### config.mk
export PLATFORM = sky130hd
export DESIGN_NAME = munoc_rlx_master_arbiter_flat
export DESIGN_NICKNAME = d
export VERILOG_FILES = /design/src/rtl/munoc_rlx_master_arbiter_if.sv /design/src/rtl/munoc_rlx_master_arbiter.sv /design/src/flat_wrapper.sv
export SDC_FILE = /design/constraint.sdc
export NUM_CORES = 1
export LEC_CHECK = 0
export CAP_MARGIN = 20
export CORE_AREA = 5 5 129 131
export DETAILED_ROUTE_END_ITERATION = 10
export DIE_AREA = 0 0 134 136
export DONT_BUFFER_PORTS = 1
export SLEW_MARGIN = 20
export SYNTH_ARGS = -nofsm -noshare
export SYNTH_HDL_FRONTEND = slang
export SYNTH_SLANG_ARGS = --single-unit
### constraint.sdc
create_clock -name clk -period 2.8 [get_ports clk]
set_input_delay 0.56 -clock clk [delete_from_list [all_inputs] [get_ports clk]]
set_output_delay 0.56 -clock clk [all_outputs]
set_load 0.05 [all_outputs]
### src/rtl/munoc_rlx_master_arbiter_if.sv
// Bundled request/response signals between NUM_REQ local RLX requesters and the shared
// RLX master port. The arbiter takes the master modport and the environment the slave modport.
interface munoc_rlx_master_arbiter_if #(
  parameter int unsigned NUM_REQ = 2,
  parameter int unsigned BW_ADDR = 32,
  parameter int unsigned BW_DATA = 32
);
  logic [NUM_REQ-1:0]           req_qvalid;
  logic [NUM_REQ-1:0]           req_qready;
  logic [NUM_REQ-1:0]           req_qlast;
  logic [NUM_REQ-1:0]           req_qwrite;
  logic [NUM_REQ*8-1:0]         req_qlen;
  logic [NUM_REQ*3-1:0]         req_qsize;
  logic [NUM_REQ*2-1:0]         req_qburst;
  logic [NUM_REQ*BW_DATA/8-1:0] req_qwstrb;
  logic [NUM_REQ*BW_DATA-1:0]   req_qwdata;
  logic [NUM_REQ*BW_ADDR-1:0]   req_qaddr;
  logic [NUM_REQ-1:0]           req_yvalid;
  logic [NUM_REQ-1:0]           req_yready;
  logic                         req_ylast;
  logic                         req_ywreply;
  logic [1:0]                   req_yresp;
  logic [BW_DATA-1:0]           req_yrdata;

  logic                         mst_qvalid;
  logic                         mst_qready;
  logic                         mst_qlast;
  logic                         mst_qwrite;
  logic [7:0]                   mst_qlen;
  logic [2:0]                   mst_qsize;
  logic [1:0]                   mst_qburst;
  logic [BW_DATA/8-1:0]         mst_qwstrb;
  logic [BW_DATA-1:0]           mst_qwdata;
  logic [BW_ADDR-1:0]           mst_qaddr;
  logic                         mst_yvalid;
  logic                         mst_ylast;
  logic                         mst_ywreply;
  logic [1:0]                   mst_yresp;
  logic [BW_DATA-1:0]           mst_yrdata;
  logic                         mst_yready;

  modport master (
    input  req_qvalid, req_qlast, req_qwrite, req_qlen, req_qsize, req_qburst, req_qwstrb,
    input  req_qwdata, req_qaddr, req_yready,
    output req_qready, req_yvalid, req_ylast, req_ywreply, req_yresp, req_yrdata,
    output mst_qvalid, mst_qlast, mst_qwrite, mst_qlen, mst_qsize, mst_qburst, mst_qwstrb,
    output mst_qwdata, mst_qaddr, mst_yready,
    input  mst_qready, mst_yvalid, mst_ylast, mst_ywreply, mst_yresp, mst_yrdata
  );

  modport slave (
    output req_qvalid, req_qlast, req_qwrite, req_qlen, req_qsize, req_qburst, req_qwstrb,
    output req_qwdata, req_qaddr, req_yready,
    input  req_qready, req_yvalid, req_ylast, req_ywreply, req_yresp, req_yrdata,
    input  mst_qvalid, mst_qlast, mst_qwrite, mst_qlen, mst_qsize, mst_qburst, mst_qwstrb,
    input  mst_qwdata, mst_qaddr, mst_yready,
    output mst_qready, mst_yvalid, mst_ylast, mst_ywreply, mst_yresp, mst_yrdata
  );
endinterface

### src/rtl/munoc_rlx_master_arbiter.sv
// Round-robin, packet-granular arbiter sharing one RLX master port between NUM_REQ requesters;
// responses are routed back in order through an ID FIFO.
module munoc_rlx_master_arbiter #(
  parameter int unsigned NUM_REQ     = 2,
  parameter int unsigned BW_ADDR     = 32,
  parameter int unsigned BW_DATA     = 32,
  parameter int unsigned ORDER_DEPTH = 4
) (
  input  logic                          clk,
  input  logic                          rstnn,
  input  logic                          hold,
  munoc_rlx_master_arbiter_if.master    bus,
  output logic [$clog2(ORDER_DEPTH):0]  outstanding,
  output logic                          stray_resp
);
  localparam int unsigned IdW    = $clog2(NUM_REQ);
  localparam int unsigned PtrW   = $clog2(ORDER_DEPTH);
  localparam int unsigned BwStrb = BW_DATA / 8;

  typedef logic [IdW-1:0]  id_t;
  typedef logic [PtrW:0]   cnt_t;
  typedef enum logic {StIdle, StLocked} state_e;

  localparam id_t  LastId   = id_t'(NUM_REQ - 1);
  localparam cnt_t DepthCnt = cnt_t'(ORDER_DEPTH);

  state_e          state_q, state_d;
  id_t             grant_q, grant_d;
  id_t             rr_ptr_q, rr_ptr_d;
  id_t             cand, sel, head;
  logic            cand_valid;
  logic            q_hs, push, pop;
  logic            fifo_full, fifo_empty;
  id_t             fifo_mem_q [ORDER_DEPTH];
  logic [PtrW-1:0] wr_ptr_q, rd_ptr_q;
  cnt_t            count_q;
  logic            stray_q;

  // First valid requester at or after rr_ptr, wrapping modulo NUM_REQ.
  always_comb begin
    int unsigned idx;
    idx        = 0;
    cand       = rr_ptr_q;
    cand_valid = 1'b0;
    for (int unsigned i = 0; i < NUM_REQ; i++) begin
      idx = 32'(rr_ptr_q) + i;
      if (idx >= NUM_REQ) idx = idx - NUM_REQ;
      if (!cand_valid && bus.req_qvalid[idx[IdW-1:0]]) begin
        cand_valid = 1'b1;
        cand       = idx[IdW-1:0];
      end
    end
  end

  assign sel = (state_q == StLocked) ? grant_q : cand;

  always_ff @(posedge clk or negedge rstnn) begin
    if (!rstnn) begin
      state_q  <= StIdle;
      grant_q  <= '0;
      rr_ptr_q <= '0;
    end else begin
      state_q  <= state_d;
      grant_q  <= grant_d;
      rr_ptr_q <= rr_ptr_d;
    end
  end

  always_comb begin
    state_d  = state_q;
    grant_d  = grant_q;
    rr_ptr_d = rr_ptr_q;
    push     = 1'b0;
    if (q_hs) begin
      grant_d = sel;
      if (bus.mst_qlast) begin
        state_d  = StIdle;
        push     = 1'b1;
        rr_ptr_d = (sel == LastId) ? '0 : sel + 1'b1;
      end else begin
        state_d = StLocked;
      end
    end
  end

  // A locked packet ignores hold and full: its start was already checked against full.
  always_comb begin
    bus.mst_qvalid = 1'b0;
    bus.req_qready = '0;
    unique case (state_q)
      StIdle:   bus.mst_qvalid = cand_valid & ~hold & ~fifo_full;
      StLocked: bus.mst_qvalid = bus.req_qvalid[grant_q];
    endcase
    bus.req_qready[sel] = bus.mst_qready & bus.mst_qvalid;
  end

  assign q_hs           = bus.mst_qvalid & bus.mst_qready;
  assign bus.mst_qlast  = bus.req_qlast[sel];
  assign bus.mst_qwrite = bus.req_qwrite[sel];
  assign bus.mst_qlen   = bus.req_qlen[sel*8 +: 8];
  assign bus.mst_qsize  = bus.req_qsize[sel*3 +: 3];
  assign bus.mst_qburst = bus.req_qburst[sel*2 +: 2];
  assign bus.mst_qwstrb = bus.req_qwstrb[sel*BwStrb +: BwStrb];
  assign bus.mst_qwdata = bus.req_qwdata[sel*BW_DATA +: BW_DATA];
  assign bus.mst_qaddr  = bus.req_qaddr[sel*BW_ADDR +: BW_ADDR];

  assign fifo_empty = (count_q == '0);
  assign fifo_full  = (count_q == DepthCnt);
  assign head       = fifo_mem_q[rd_ptr_q];

  // With nothing outstanding every response beat is accepted and dropped.
  always_comb begin
    bus.req_yvalid = '0;
    bus.mst_yready = 1'b1;
    if (!fifo_empty) begin
      bus.req_yvalid[head] = bus.mst_yvalid;
      bus.mst_yready       = bus.req_yready[head];
    end
  end

  assign pop             = ~fifo_empty & bus.mst_yvalid & bus.mst_yready & bus.mst_ylast;
  assign bus.req_ylast   = bus.mst_ylast;
  assign bus.req_ywreply = bus.mst_ywreply;
  assign bus.req_yresp   = bus.mst_yresp;
  assign bus.req_yrdata  = bus.mst_yrdata;

  always_ff @(posedge clk or negedge rstnn) begin
    if (!rstnn) begin
      for (int i = 0; i < ORDER_DEPTH; i++) fifo_mem_q[i] <= '0;
      wr_ptr_q <= '0;
      rd_ptr_q <= '0;
      count_q  <= '0;
      stray_q  <= 1'b0;
    end else begin
      if (push) begin
        fifo_mem_q[wr_ptr_q] <= sel;
        wr_ptr_q             <= wr_ptr_q + 1'b1;
      end
      if (pop) rd_ptr_q <= rd_ptr_q + 1'b1;
      if (push && !pop)      count_q <= count_q + 1'b1;
      else if (pop && !push) count_q <= count_q - 1'b1;
      stray_q <= fifo_empty & bus.mst_yvalid;
    end
  end

  assign outstanding = count_q;
  assign stray_resp  = stray_q;
endmodule

### src/flat_wrapper.sv
// flat-port wrapper written by rule: the top's interface ports become plain ports
module munoc_rlx_master_arbiter_flat 
#(
  parameter int unsigned NUM_REQ     = 2,
  parameter int unsigned BW_ADDR     = 32,
  parameter int unsigned BW_DATA     = 32,
  parameter int unsigned ORDER_DEPTH = 4
)
  (clk, rstnn, hold, outstanding, stray_resp, bus_req_qvalid, bus_req_qlast, bus_req_qwrite, bus_req_qlen, bus_req_qsize, bus_req_qburst, bus_req_qwstrb, bus_req_qwdata, bus_req_qaddr, bus_req_yready, bus_req_qready, bus_req_yvalid, bus_req_ylast, bus_req_ywreply, bus_req_yresp, bus_req_yrdata, bus_mst_qvalid, bus_mst_qlast, bus_mst_qwrite, bus_mst_qlen, bus_mst_qsize, bus_mst_qburst, bus_mst_qwstrb, bus_mst_qwdata, bus_mst_qaddr, bus_mst_yready, bus_mst_qready, bus_mst_yvalid, bus_mst_ylast, bus_mst_ywreply, bus_mst_yresp, bus_mst_yrdata);
  munoc_rlx_master_arbiter_if #(.NUM_REQ(NUM_REQ), .BW_ADDR(BW_ADDR), .BW_DATA(BW_DATA)) bus_i ();
  input  logic clk;
  input  logic rstnn;
  input  logic hold;
  output logic [$clog2(ORDER_DEPTH):0] outstanding;
  output logic stray_resp;
  input wire logic [$bits(bus_i.req_qvalid)-1:0] bus_req_qvalid;
  input wire logic [$bits(bus_i.req_qlast)-1:0] bus_req_qlast;
  input wire logic [$bits(bus_i.req_qwrite)-1:0] bus_req_qwrite;
  input wire logic [$bits(bus_i.req_qlen)-1:0] bus_req_qlen;
  input wire logic [$bits(bus_i.req_qsize)-1:0] bus_req_qsize;
  input wire logic [$bits(bus_i.req_qburst)-1:0] bus_req_qburst;
  input wire logic [$bits(bus_i.req_qwstrb)-1:0] bus_req_qwstrb;
  input wire logic [$bits(bus_i.req_qwdata)-1:0] bus_req_qwdata;
  input wire logic [$bits(bus_i.req_qaddr)-1:0] bus_req_qaddr;
  input wire logic [$bits(bus_i.req_yready)-1:0] bus_req_yready;
  output wire logic [$bits(bus_i.req_qready)-1:0] bus_req_qready;
  output wire logic [$bits(bus_i.req_yvalid)-1:0] bus_req_yvalid;
  output wire logic [$bits(bus_i.req_ylast)-1:0] bus_req_ylast;
  output wire logic [$bits(bus_i.req_ywreply)-1:0] bus_req_ywreply;
  output wire logic [$bits(bus_i.req_yresp)-1:0] bus_req_yresp;
  output wire logic [$bits(bus_i.req_yrdata)-1:0] bus_req_yrdata;
  output wire logic [$bits(bus_i.mst_qvalid)-1:0] bus_mst_qvalid;
  output wire logic [$bits(bus_i.mst_qlast)-1:0] bus_mst_qlast;
  output wire logic [$bits(bus_i.mst_qwrite)-1:0] bus_mst_qwrite;
  output wire logic [$bits(bus_i.mst_qlen)-1:0] bus_mst_qlen;
  output wire logic [$bits(bus_i.mst_qsize)-1:0] bus_mst_qsize;
  output wire logic [$bits(bus_i.mst_qburst)-1:0] bus_mst_qburst;
  output wire logic [$bits(bus_i.mst_qwstrb)-1:0] bus_mst_qwstrb;
  output wire logic [$bits(bus_i.mst_qwdata)-1:0] bus_mst_qwdata;
  output wire logic [$bits(bus_i.mst_qaddr)-1:0] bus_mst_qaddr;
  output wire logic [$bits(bus_i.mst_yready)-1:0] bus_mst_yready;
  input wire logic [$bits(bus_i.mst_qready)-1:0] bus_mst_qready;
  input wire logic [$bits(bus_i.mst_yvalid)-1:0] bus_mst_yvalid;
  input wire logic [$bits(bus_i.mst_ylast)-1:0] bus_mst_ylast;
  input wire logic [$bits(bus_i.mst_ywreply)-1:0] bus_mst_ywreply;
  input wire logic [$bits(bus_i.mst_yresp)-1:0] bus_mst_yresp;
  input wire logic [$bits(bus_i.mst_yrdata)-1:0] bus_mst_yrdata;
  assign bus_i.req_qvalid = bus_req_qvalid;
  assign bus_i.req_qlast = bus_req_qlast;
  assign bus_i.req_qwrite = bus_req_qwrite;
  assign bus_i.req_qlen = bus_req_qlen;
  assign bus_i.req_qsize = bus_req_qsize;
  assign bus_i.req_qburst = bus_req_qburst;
  assign bus_i.req_qwstrb = bus_req_qwstrb;
  assign bus_i.req_qwdata = bus_req_qwdata;
  assign bus_i.req_qaddr = bus_req_qaddr;
  assign bus_i.req_yready = bus_req_yready;
  assign bus_req_qready = bus_i.req_qready;
  assign bus_req_yvalid = bus_i.req_yvalid;
  assign bus_req_ylast = bus_i.req_ylast;
  assign bus_req_ywreply = bus_i.req_ywreply;
  assign bus_req_yresp = bus_i.req_yresp;
  assign bus_req_yrdata = bus_i.req_yrdata;
  assign bus_mst_qvalid = bus_i.mst_qvalid;
  assign bus_mst_qlast = bus_i.mst_qlast;
  assign bus_mst_qwrite = bus_i.mst_qwrite;
  assign bus_mst_qlen = bus_i.mst_qlen;
  assign bus_mst_qsize = bus_i.mst_qsize;
  assign bus_mst_qburst = bus_i.mst_qburst;
  assign bus_mst_qwstrb = bus_i.mst_qwstrb;
  assign bus_mst_qwdata = bus_i.mst_qwdata;
  assign bus_mst_qaddr = bus_i.mst_qaddr;
  assign bus_mst_yready = bus_i.mst_yready;
  assign bus_i.mst_qready = bus_mst_qready;
  assign bus_i.mst_yvalid = bus_mst_yvalid;
  assign bus_i.mst_ylast = bus_mst_ylast;
  assign bus_i.mst_ywreply = bus_mst_ywreply;
  assign bus_i.mst_yresp = bus_mst_yresp;
  assign bus_i.mst_yrdata = bus_mst_yrdata;
  munoc_rlx_master_arbiter #(.NUM_REQ(NUM_REQ), .BW_ADDR(BW_ADDR), .BW_DATA(BW_DATA), .ORDER_DEPTH(ORDER_DEPTH)) u_core (.clk(clk), .rstnn(rstnn), .hold(hold), .bus(bus_i), .outstanding(outstanding), .stray_resp(stray_resp));
endmodule
==> results of run 1 <==
critical path: stages, from the launching register on:
cell and delay [ns]:
sky130_fd_sc_hd__dfrtp_1 0.40, sky130_fd_sc_hd__nor2b_1 0.15, sky130_fd_sc_hd__o21ai_0 0.38, sky130_fd_sc_hd__o21a_2 0.26
sky130_fd_sc_hd__buf_12 0.22, sky130_fd_sc_hd__nand2_1 0.09, sky130_fd_sc_hd__nand2_1 0.11, sky130_fd_sc_hd__buf_12 0.15
logic make-up (layout without fill, tap and decap cells):
kind of cell	after synthesis	count (layout)	synth area share, %
AND/OR/NAND/NOR	275	275	49.75
buffers and inverters	61	102	16.81
flip-flops	15	15	16.69
AO/OA/AOI/OAI	13	13	4.897
multiplexers	12	12	6.232
adder cells (fa/ha/maj)	6	6	3.673
XOR/XNOR	5	5	1.948
through the flow:
step,setup WS [ns],util [%],instances,instance area [µm²],hold WS [ns]
after floorplan,0.008993,-,387,2270,0.2644
after global placement,0.2855,23.10,615,3576,0.2648
after detailed placement,0.2085,23.10,615,3576,0.2648
after CTS,0.1909,23.61,619,3656,0.0007853
after global routing,0.06515,23.68,620,3666,0.4216
final,0.2035,23.68,620,3666,0.4135
state kept, by name, indices dropped and copies added, names as in the netlist:
name / cells
u_core.outstanding: 3
u_core.fifo_mem_q: 4
u_core.grant_q: 1
u_core.rr_ptr_q: 1
u_core.stray_resp: 1
u_core.wr_ptr_q: 2
u_core.state_q: 1
u_core.rd_ptr_q: 2
placed cells by master (no fill, tap or decap), drive strengths merged, types with 2 or more instances in the layout:
cell,netlist,layout
nand2b,2,2
buf,42,91
nor2,7,7
xnor2,3,3
inv,6,6
xor2,2,2
dfrtp,15,15
clkbuf,13,3
ha,5,5
nand3,2,2
nor2b,3,3
nor3b,5,5
mux2i,5,5
o21ai,4,4
mux2,6,6
nand2,250,250
final cells by class:
cell class / instances / share of cell area (%)
Clock buffer: 3 / 2.048
Sequential cell: 15 / 10.34
Clock inverter: 1 / 0.1365
Timing Repair Buffer: 92 / 38.70
Multi-Input combinational cell: 311 / 41.60
Tap cell: 192 / 6.553
Inverter: 6 / 0.6143
metal layers:
layer / GRT usage, % / up-vias
li1: - / 1231
met1: 9.138 / 1112
met2: 14.07 / 197
met3: 2.295 / 20
met4: 2.914 / 0
met5: 0 / -
worst max-delay path by stage:
stage | startpoint | end | slack [ns]
final | u_core.rr_ptr_q | bus_mst_qaddr[19] | 0.20
after floorplan | hold | u_core.outstanding[2] | 0.009
after global routing | u_core.rr_ptr_q | bus_mst_qsize[0] | 0.07
after CTS | u_core.rr_ptr_q | bus_mst_qaddr[19] | 0.19
after detailed placement | bus_req_qvalid[0] | u_core.outstanding[2] | 0.21
after global placement | bus_req_qvalid[0] | u_core.outstanding[2] | 0.29
report_power, final:
group	internal (mW)	switching, mW	total, mW
Combinational	2.40	3.82	6.22
Clock	0.191	0.0909	0.282
Sequential	0.321	0.174	0.496
cell usage after synthesis:
| cell | n | area [µm²] |
|---|---|---|
| sky130_fd_sc_hd__o21a_1 | 1 | 7.510 |
| sky130_fd_sc_hd__mux2i_1 | 5 | 50.05 |
| sky130_fd_sc_hd__mux4_2 | 1 | 22.52 |
| sky130_fd_sc_hd__xnor2_1 | 3 | 26.28 |
| sky130_fd_sc_hd__buf_4 | 36 | 270.3 |
| sky130_fd_sc_hd__o41a_1 | 1 | 11.26 |
| sky130_fd_sc_hd__o32ai_4 | 1 | 27.53 |
| sky130_fd_sc_hd__and2_1 | 1 | 6.260 |
| sky130_fd_sc_hd__fa_1 | 1 | 20.02 |
| sky130_fd_sc_hd__mux2_1 | 4 | 45.04 |
| sky130_fd_sc_hd__and3_1 | 1 | 6.260 |
| sky130_fd_sc_hd__nor2_1 | 6 | 22.52 |
| sky130_fd_sc_hd__nor2_4 | 1 | 11.26 |
| sky130_fd_sc_hd__nand3b_1 | 1 | 7.510 |
| sky130_fd_sc_hd__o2bb2ai_1 | 1 | 8.760 |
| sky130_fd_sc_hd__a21boi_0 | 1 | 7.510 |
| sky130_fd_sc_hd__a31oi_1 | 1 | 6.260 |
| sky130_fd_sc_hd__buf_2 | 5 | 25.02 |
| sky130_fd_sc_hd__nor3b_2 | 4 | 50.05 |
| sky130_fd_sc_hd__o21ai_1 | 1 | 5.000 |
| sky130_fd_sc_hd__buf_6 | 1 | 11.26 |
| sky130_fd_sc_hd__nand3_1 | 2 | 10.01 |
| sky130_fd_sc_hd__o31ai_1 | 1 | 7.510 |
| sky130_fd_sc_hd__clkbuf_1 | 13 | 48.80 |
| sky130_fd_sc_hd__o21ai_0 | 3 | 15.01 |
| sky130_fd_sc_hd__or2_4 | 1 | 8.760 |
| sky130_fd_sc_hd__mux2_2 | 2 | 22.52 |
| sky130_fd_sc_hd__nor2b_1 | 3 | 18.77 |
| sky130_fd_sc_hd__a21oi_1 | 1 | 5.000 |
| sky130_fd_sc_hd__or3_1 | 1 | 6.260 |
| sky130_fd_sc_hd__nand2b_1 | 2 | 12.51 |
| sky130_fd_sc_hd__nand2_4 | 1 | 11.26 |
| sky130_fd_sc_hd__xor2_1 | 2 | 17.52 |
| sky130_fd_sc_hd__o22a_1 | 1 | 8.760 |
| sky130_fd_sc_hd__nor3_1 | 1 | 5.000 |
| sky130_fd_sc_hd__nand2_1 | 249 | 934.7 |
| sky130_fd_sc_hd__dfrtp_1 | 15 | 375.4 |
| sky130_fd_sc_hd__nor3b_1 | 1 | 7.510 |
| sky130_fd_sc_hd__ha_1 | 5 | 62.56 |
| sky130_fd_sc_hd__inv_1 | 6 | 22.52 |
what timing repair did:
item | CTS | global route
hold buffers | 0 | 1
hold endpoints to repair | 0 | 15
endpoints found under the setup margin | 0 | 0
==> run summary, run 1 <==
OUTCOME
--------------------------------------------------------------------------------------------------------
Status                                                                                      finished, final reports clean

GRT
--------------------------------------------------------------------------------------------------------
GRT Residual Overflow                                                                                  0
Pin count of the biggest net entering global routing                                                  48
Overall Global Routing Usage                                                                      7.960%
Antenna violations before repair                                                                       0
Global-route wire length before repair                                                          11.99 mm
Via count of the first global-routing pass                                                         2,397

DIE
--------------------------------------------------------------------------------------------------------
Die extent in x                                                                                   134 µm
Site Rows                                                                                             46
Placeable Area                                                                                15,480 µm²
Top-level I/O count                                                                                  340
Die Y-Extent                                                                                      136 µm
Die area                                                                                      18,220 µm²
Effective utilization at floorplan                                                                14.52%

SYNTH
--------------------------------------------------------------------------------------------------------
Yosys synthesis warning count                                                                          0
Avg Cell Area, Syn                                                                             5.810 µm²
Number of flip-flops and latches in the synthesized netlist                                           15
Cell variety after synth                                                                              40
Fraction of the yosys area taken by sequential cells                                              16.69%
Post-Synthesis Cells                                                                                 387
Nets in the synthesized netlist                                                                      604
Post-synth design cell area                                                                     2248 µm²

STA
--------------------------------------------------------------------------------------------------------
Final number of hold-violating endpoints                                                               0
Final setup fails                                                                                      0
RSZ-0062 raised after global routing                                                                  no
Tmin final                                                                                      2.597 ns
Maximum clock rate                                                                             385.1 MHz
TNS Setup                                                                                           0 ns
Slew at the pin closest to its max-slew limit                                                  0.7054 ns
Total count of max-transition violations in the final report                                           0
Worst Clk Skew                                                                               0.002750 ns
Share of the clock period used by the worst path after layout                                     92.73%
Worst slew slack as a fraction of its limit                                                       52.82%

JOB
--------------------------------------------------------------------------------------------------------
Total of max-cap violations                                                                            0

FINAL LAYOUT
--------------------------------------------------------------------------------------------------------
Share of post-route cells with drive strength above 1                                             26.64%
Area Overhead vs Synth                                                                            63.05%
Area occupied by registers                                                                     379.1 µm²
Number of antenna cells inserted                                                                       0
Multi-input logic area                                                                          1525 µm²
Net total in the final layout                                                                        646
# fillers                                                                                          1,685

SETUP PATH
--------------------------------------------------------------------------------------------------------
Capturing point of the worst reg2reg path                                                   u_core.outstanding[2]
Classification of the worst setup path                                                           reg2out
Internal reg-to-reg setup slack                                                                  0.30 ns
Startpoint type of the worst setup path                                                         register
Worst path arrival time                                                                          2.04 ns
Startpoint of the worst register-to-register path                                           u_core.outstanding[2]
Sort of element at the end of the critical path                                             primary output
Maximum fanout along the worst path                                                                   46
Required arrival time at the worst endpoint                                                      2.24 ns
Logic depth of the worst register-to-register path                                                    10

HOLD PATH
--------------------------------------------------------------------------------------------------------
Hold path endpoint                                                                          u_core.stray_resp
Worst Hold Class                                                                                  in2reg
Worst hold path depth                                                                                  2
Startpoint of the most critical hold path                                                   bus_mst_yvalid

DETAILED ROUTING
--------------------------------------------------------------------------------------------------------
M1 wire length                                                                                  3.061 mm
Number of design-rule violations left by the first detailed-router iteration                         107
Sum of met3 wire segment lengths after detailed routing                                           975 µm
Post-route DRC                                                                                         0
Avg Vias per Cell                                                                                  4.129
Number of routed nets with antenna violations                                                          0
Number of vias after detailed routing                                                              2,560
Detailed Route WL                                                                               8.535 mm
Initial DRT Pass Iterations                                                                            4
Metal2 WL                                                                                       4.225 mm
Average wire per standard cell                                                                  13.77 µm
Top routing layer in use                                                                            met4

CTS
--------------------------------------------------------------------------------------------------------
TritonCTS Buffers                                                                                      3
Clock Path Buffers                                                                                     2
H-tree lvl count                                                                                       1
TritonCTS clock tree                                                                               built
Post-CTS clock slew at the launch and capture registers of the worst setup and hold paths        0.05 ns
Cell at the root of the clock tree                                                          sky130_fd_sc_hd__clkbuf_16
Total clock sinks                                                                                     15
Clock insertion delay at the later pin of the skew report                                        0.25 ns
Post-CTS resize count                                                                                  0
Buffer count from post-CTS setup fixing                                                                0

PLACED DESIGN
--------------------------------------------------------------------------------------------------------
Placer congestion estimate                                                                        0.7788
Count of buffers inserted at the top-level ports                                                       0
HPWL after detailed placement                                                                   7.442 mm

POWER AND IR DROP
--------------------------------------------------------------------------------------------------------
Total Power                                                                                     6.995 mW
Cell area power density                                                                      1908 nW/µm²
Leakage dissipation                                                                             1.883 nW
Maximum VDD drop                                                                               0.8259 mV

No activity file was read; power rests on OpenSTA's default activity.
==> inputs of run 2 (changes only) <==
ABC_AREA = 1   (was default)
CORE_AREA = 5 5 127 129   (was 5 5 129 131)
DIE_AREA = 0 0 132 134   (was 0 0 134 136)
==> run summary, run 2 <==
SYNTH
--------------------------------------------------------------------------------------------------------
Number of flip-flops and latches in the synthesized netlist                                           15   unchanged
Post-Synthesis Cells                                                                                 417   was 387
Commonest cells post-synth                                                                  281 x sky130_fd_sc_hd__nand2_1, 40 x sky130_fd_sc_hd__buf_4, 15 x sky130_fd_sc_hd__dfrtp_1, 15 x sky130_fd_sc_hd__nand3_1, 14 x sky130_fd_sc_hd__inv_1   was 249 x sky130_fd_sc_hd__nand2_1, 36 x sky130_fd_sc_hd__buf_4, 15 x sky130_fd_sc_hd__dfrtp_1, 13 x sky130_fd_sc_hd__clkbuf_1
Share of flip-flops with an asynchronous set or reset after synthesis                             100.0%   unchanged
Avg Cell Area, Syn                                                                             5.236 µm²   was 5.810 µm²
Fraction of the yosys area taken by sequential cells                                              17.19%   was 16.69%
Cells taking the most area after synthesis                                                  sky130_fd_sc_hd__nand2_1 48%, sky130_fd_sc_hd__dfrtp_1 17%, sky130_fd_sc_hd__buf_4 14%   was sky130_fd_sc_hd__nand2_1 42%, sky130_fd_sc_hd__dfrtp_1 17%, sky130_fd_sc_hd__buf_4 12%
Most used flip-flop cell after synthesis                                                    sky130_fd_sc_hd__dfrtp_1   unchanged
Number of synthesized flops with an enable pin                                                         0   unchanged
Post-synth design cell area                                                                     2183 µm²   was 2248 µm²
Biggest area consumer among synthesized cells                                               sky130_fd_sc_hd__nand2_1   unchanged
Cell variety after synth                                                                              22   was 40
Yosys synthesis warning count                                                                          0   unchanged
Nets in the synthesized netlist                                                                      634   was 604
Most used standard cell by instance count after synthesis                                   sky130_fd_sc_hd__nand2_1   unchanged
Post-synth top area share                                                                         48.31%   was 41.57%

STA
--------------------------------------------------------------------------------------------------------
RSZ-0062 raised after global routing                                                                  no   unchanged
Slew at the pin closest to its max-slew limit                                                  0.4790 ns   was 0.7054 ns
Final worst setup slack                                                                        0.4650 ns   was 0.2035 ns
Worst slew slack as a fraction of its limit                                                       67.99%   was 52.82%
Share of the clock period used by the worst path after layout                                     83.39%   was 92.73%
Final setup fails                                                                                      0   unchanged
Tmin final                                                                                      2.335 ns   was 2.597 ns
Final number of hold-violating endpoints                                                               0   unchanged
Total count of max-transition violations in the final report                                           0   unchanged
TNS Setup                                                                                           0 ns   unchanged
Worst Clk Skew                                                                               0.001252 ns   was 0.002750 ns
Maximum clock rate                                                                             428.3 MHz   was 385.1 MHz

SETUP PATH
--------------------------------------------------------------------------------------------------------
Capturing point of the worst reg2reg path                                                   u_core.outstanding[2]   unchanged
Required arrival time at the worst endpoint                                                      2.24 ns   about the same
Worst path arrival time                                                                          1.77 ns   was 2.04 ns
Startpoint type of the worst setup path                                                         register   unchanged
Classification of the worst setup path                                                           reg2out   unchanged
Logic depth of the worst register-to-register path                                                    13   was 10
Maximum fanout along the worst path                                                                   30   was 46
Startpoint of the worst register-to-register path                                           u_core.state_q   was u_core.outstanding[2]
Internal reg-to-reg setup slack                                                                  0.57 ns   was 0.30 ns
Sort of element at the end of the critical path                                             primary output   unchanged

DETAILED ROUTING
--------------------------------------------------------------------------------------------------------
Average wire per standard cell                                                                  15.18 µm   was 13.77 µm
Number of vias after detailed routing                                                              2,672   was 2,560
Detailed Route WL                                                                               9.854 mm   was 8.535 mm
Number of design-rule violations left by the first detailed-router iteration                          98   was 107
Post-route DRC                                                                                         0   unchanged
Initial DRT Pass Iterations                                                                            4   unchanged
Number of routed nets with antenna violations                                                          0   unchanged
Avg Vias per Cell                                                                                  4.117   was 4.129

GRT
--------------------------------------------------------------------------------------------------------
GRT Residual Overflow                                                                                  0   unchanged
Via count of the first global-routing pass                                                         2,553   was 2,397
Overall Global Routing Usage                                                                      9.717%   was 7.960%
Antenna violations before repair                                                                       0   unchanged
Global-route wire length before repair                                                          14.17 mm   was 11.99 mm
Pin count of the biggest net entering global routing                                                  60   was 48

CTS
--------------------------------------------------------------------------------------------------------
Post-CTS resize count                                                                                  0   unchanged
Total clock sinks                                                                                     15   unchanged
Clock insertion delay at the later pin of the skew report                                        0.24 ns   was 0.25 ns
H-tree lvl count                                                                                       1   unchanged
TritonCTS clock tree                                                                               built   unchanged
Cell at the root of the clock tree                                                          sky130_fd_sc_hd__clkbuf_16   unchanged
Post-CTS clock slew at the launch and capture registers of the worst setup and hold paths        0.05 ns   about the same
# hold bufs at CTS                                                                                     0   unchanged
TritonCTS Buffers                                                                                      3   unchanged
Clock Path Buffers                                                                                     2   unchanged
Buffer count from post-CTS setup fixing                                                                0   unchanged

FINAL LAYOUT
--------------------------------------------------------------------------------------------------------
Number of antenna cells inserted                                                                       0   unchanged
Most frequent cells in the layout                                                           281 x sky130_fd_sc_hd__nand2_1, 84 x sky130_fd_sc_hd__buf_12, 15 x sky130_fd_sc_hd__nand3_1, 15 x sky130_fd_sc_hd__dfrtp_1, 14 x sky130_fd_sc_hd__inv_1   was 249 x sky130_fd_sc_hd__nand2_1, 58 x sky130_fd_sc_hd__buf_12, 33 x sky130_fd_sc_hd__buf_4
Net total in the final layout                                                                        679   was 646
Finished layout cell area                                                                       3894 µm²   was 3666 µm²
Flip-flop count of the largest register, all copies and words added                                    4   unchanged
Register containing the most flip-flops in the final layout                                 u_core.fifo_mem_q   unchanged
Share of post-route cells with drive strength above 1                                             22.56%   was 26.64%
Area Overhead vs Synth                                                                            78.34%   was 63.05%
Most common cell after layout, fill and taps aside                                          sky130_fd_sc_hd__nand2_1   unchanged
Share of the core filled with cells in the final layout                                           26.10%   was 23.68%

PLACED DESIGN
--------------------------------------------------------------------------------------------------------
Count of buffers inserted at the top-level ports                                                       0   unchanged
HPWL after detailed placement                                                                   8.738 mm   was 7.442 mm
Placer congestion estimate                                                                        0.7579   was 0.7788
Cell Area, Placed                                                                               3815 µm²   was 3576 µm²
Place WS                                                                                       0.4339 ns   was 0.2085 ns

DIE
--------------------------------------------------------------------------------------------------------
Placeable Area                                                                                14,920 µm²   was 15,480 µm²
Die Y-Extent                                                                                      134 µm   was 136 µm
Effective utilization at floorplan                                                                14.63%   was 14.52%
Die extent in x                                                                                   132 µm   was 134 µm
Die area                                                                                      17,690 µm²   was 18,220 µm²
Top-level I/O count                                                                                  340   unchanged
Site Rows                                                                                             45   was 46

OUTCOME
--------------------------------------------------------------------------------------------------------
Status                                                                                      finished, final reports clean   unchanged

JOB
--------------------------------------------------------------------------------------------------------
Total of max-cap violations                                                                            0   unchanged

HOLD PATH
--------------------------------------------------------------------------------------------------------
Worst Hold Class                                                                                in2async   was in2reg

[run 2: cell types whose count changed after synthesis, sizes merged, moves of 5 or more]
cell / previous run / this run
nand2: 250 / 282
buf: 42 / 56
nand3: 2 / 16
clkbuf: 13 / 0
inv: 6 / 17
mux2: 6 / 0
nand4: 0 / 6
mux2i: 5 / 0
nor3b: 5 / 0
[run 2: layer usage]
layer  up-vias  track usage (%)  routed length (µm)
met5         -                0                   0
met2       199            17.10                5006
met3        11            3.751                1341
li1       1308                -                   -
met4         0            2.114                 138
met1      1154            11.18                3368
[run 2: kinds of logic (layout without fill, tap and decap cells)]
group | after synthesis | in the layout | share of synthesized area, %
AO/OA/AOI/OAI | 9 | 9 | 2.292
XOR/XNOR | 2 | 2 | 0.8024
adder cells (fa/ha/maj) | 6 | 6 | 3.782
buffers and inverters | 73 | 117 | 20.34
flip-flops | 15 | 15 | 17.19
AND/OR/NAND/NOR | 312 | 312 | 55.59
[run 2: per-stage QoR]
| stage | hold WS (ns) | cells |
|---|---|---|
| after floorplan | 0.2644 | 417 |
| after global placement | 0.2647 | 645 |
| after detailed placement | 0.2647 | 645 |
| after CTS | 0.004906 | 649 |
| after global routing | 0.001213 | 649 |
| final | 0.008341 | 649 |
[run 2: worst max path at each step]
stage                          startpoint               endpoint  slack [ns]  cells after the start
finish                    u_core.rr_ptr_q        bus_mst_qlen[4]        0.47                      8
global route              u_core.rr_ptr_q      bus_mst_qaddr[17]        0.34                      8
CTS                       u_core.rr_ptr_q        bus_mst_qlen[4]        0.42                      8
detailed placement      bus_req_qvalid[1]  u_core.outstanding[2]        0.43                     14
global placement        bus_req_qvalid[1]  u_core.outstanding[2]        0.46                     14
floorplan           u_core.outstanding[0]  u_core.outstanding[2]        0.29                     10
[run 2: cell type report]
| class | count | area (µm²) |
|---|---|---|
| Inverter | 17 | 63.81 |
| Sequential cell | 15 | 375.4 |
| Tap cell | 188 | 235.2 |
| Fill cell | 1606 | 11030 |
| Clock buffer | 4 | 78.83 |
| Timing Repair Buffer | 96 | 1772 |
| Multi-Input combinational cell | 329 | 1369 |
[run 2: worst max-delay path, cell delays in order, from the launching register on]
cell,delay (ns)
sky130_fd_sc_hd__dfrtp_1,0.38
sky130_fd_sc_hd__o21bai_1,0.15
sky130_fd_sc_hd__nand2_1,0.12
sky130_fd_sc_hd__nand2_4,0.08
sky130_fd_sc_hd__inv_2,0.08
sky130_fd_sc_hd__buf_4,0.29
sky130_fd_sc_hd__nand2_1,0.11
sky130_fd_sc_hd__nand2_1,0.13
sky130_fd_sc_hd__buf_12,0.15
Power of run 2 is not shown: default switching activity piles up to over one toggle a cycle in this logic, so the estimate is an artifact.
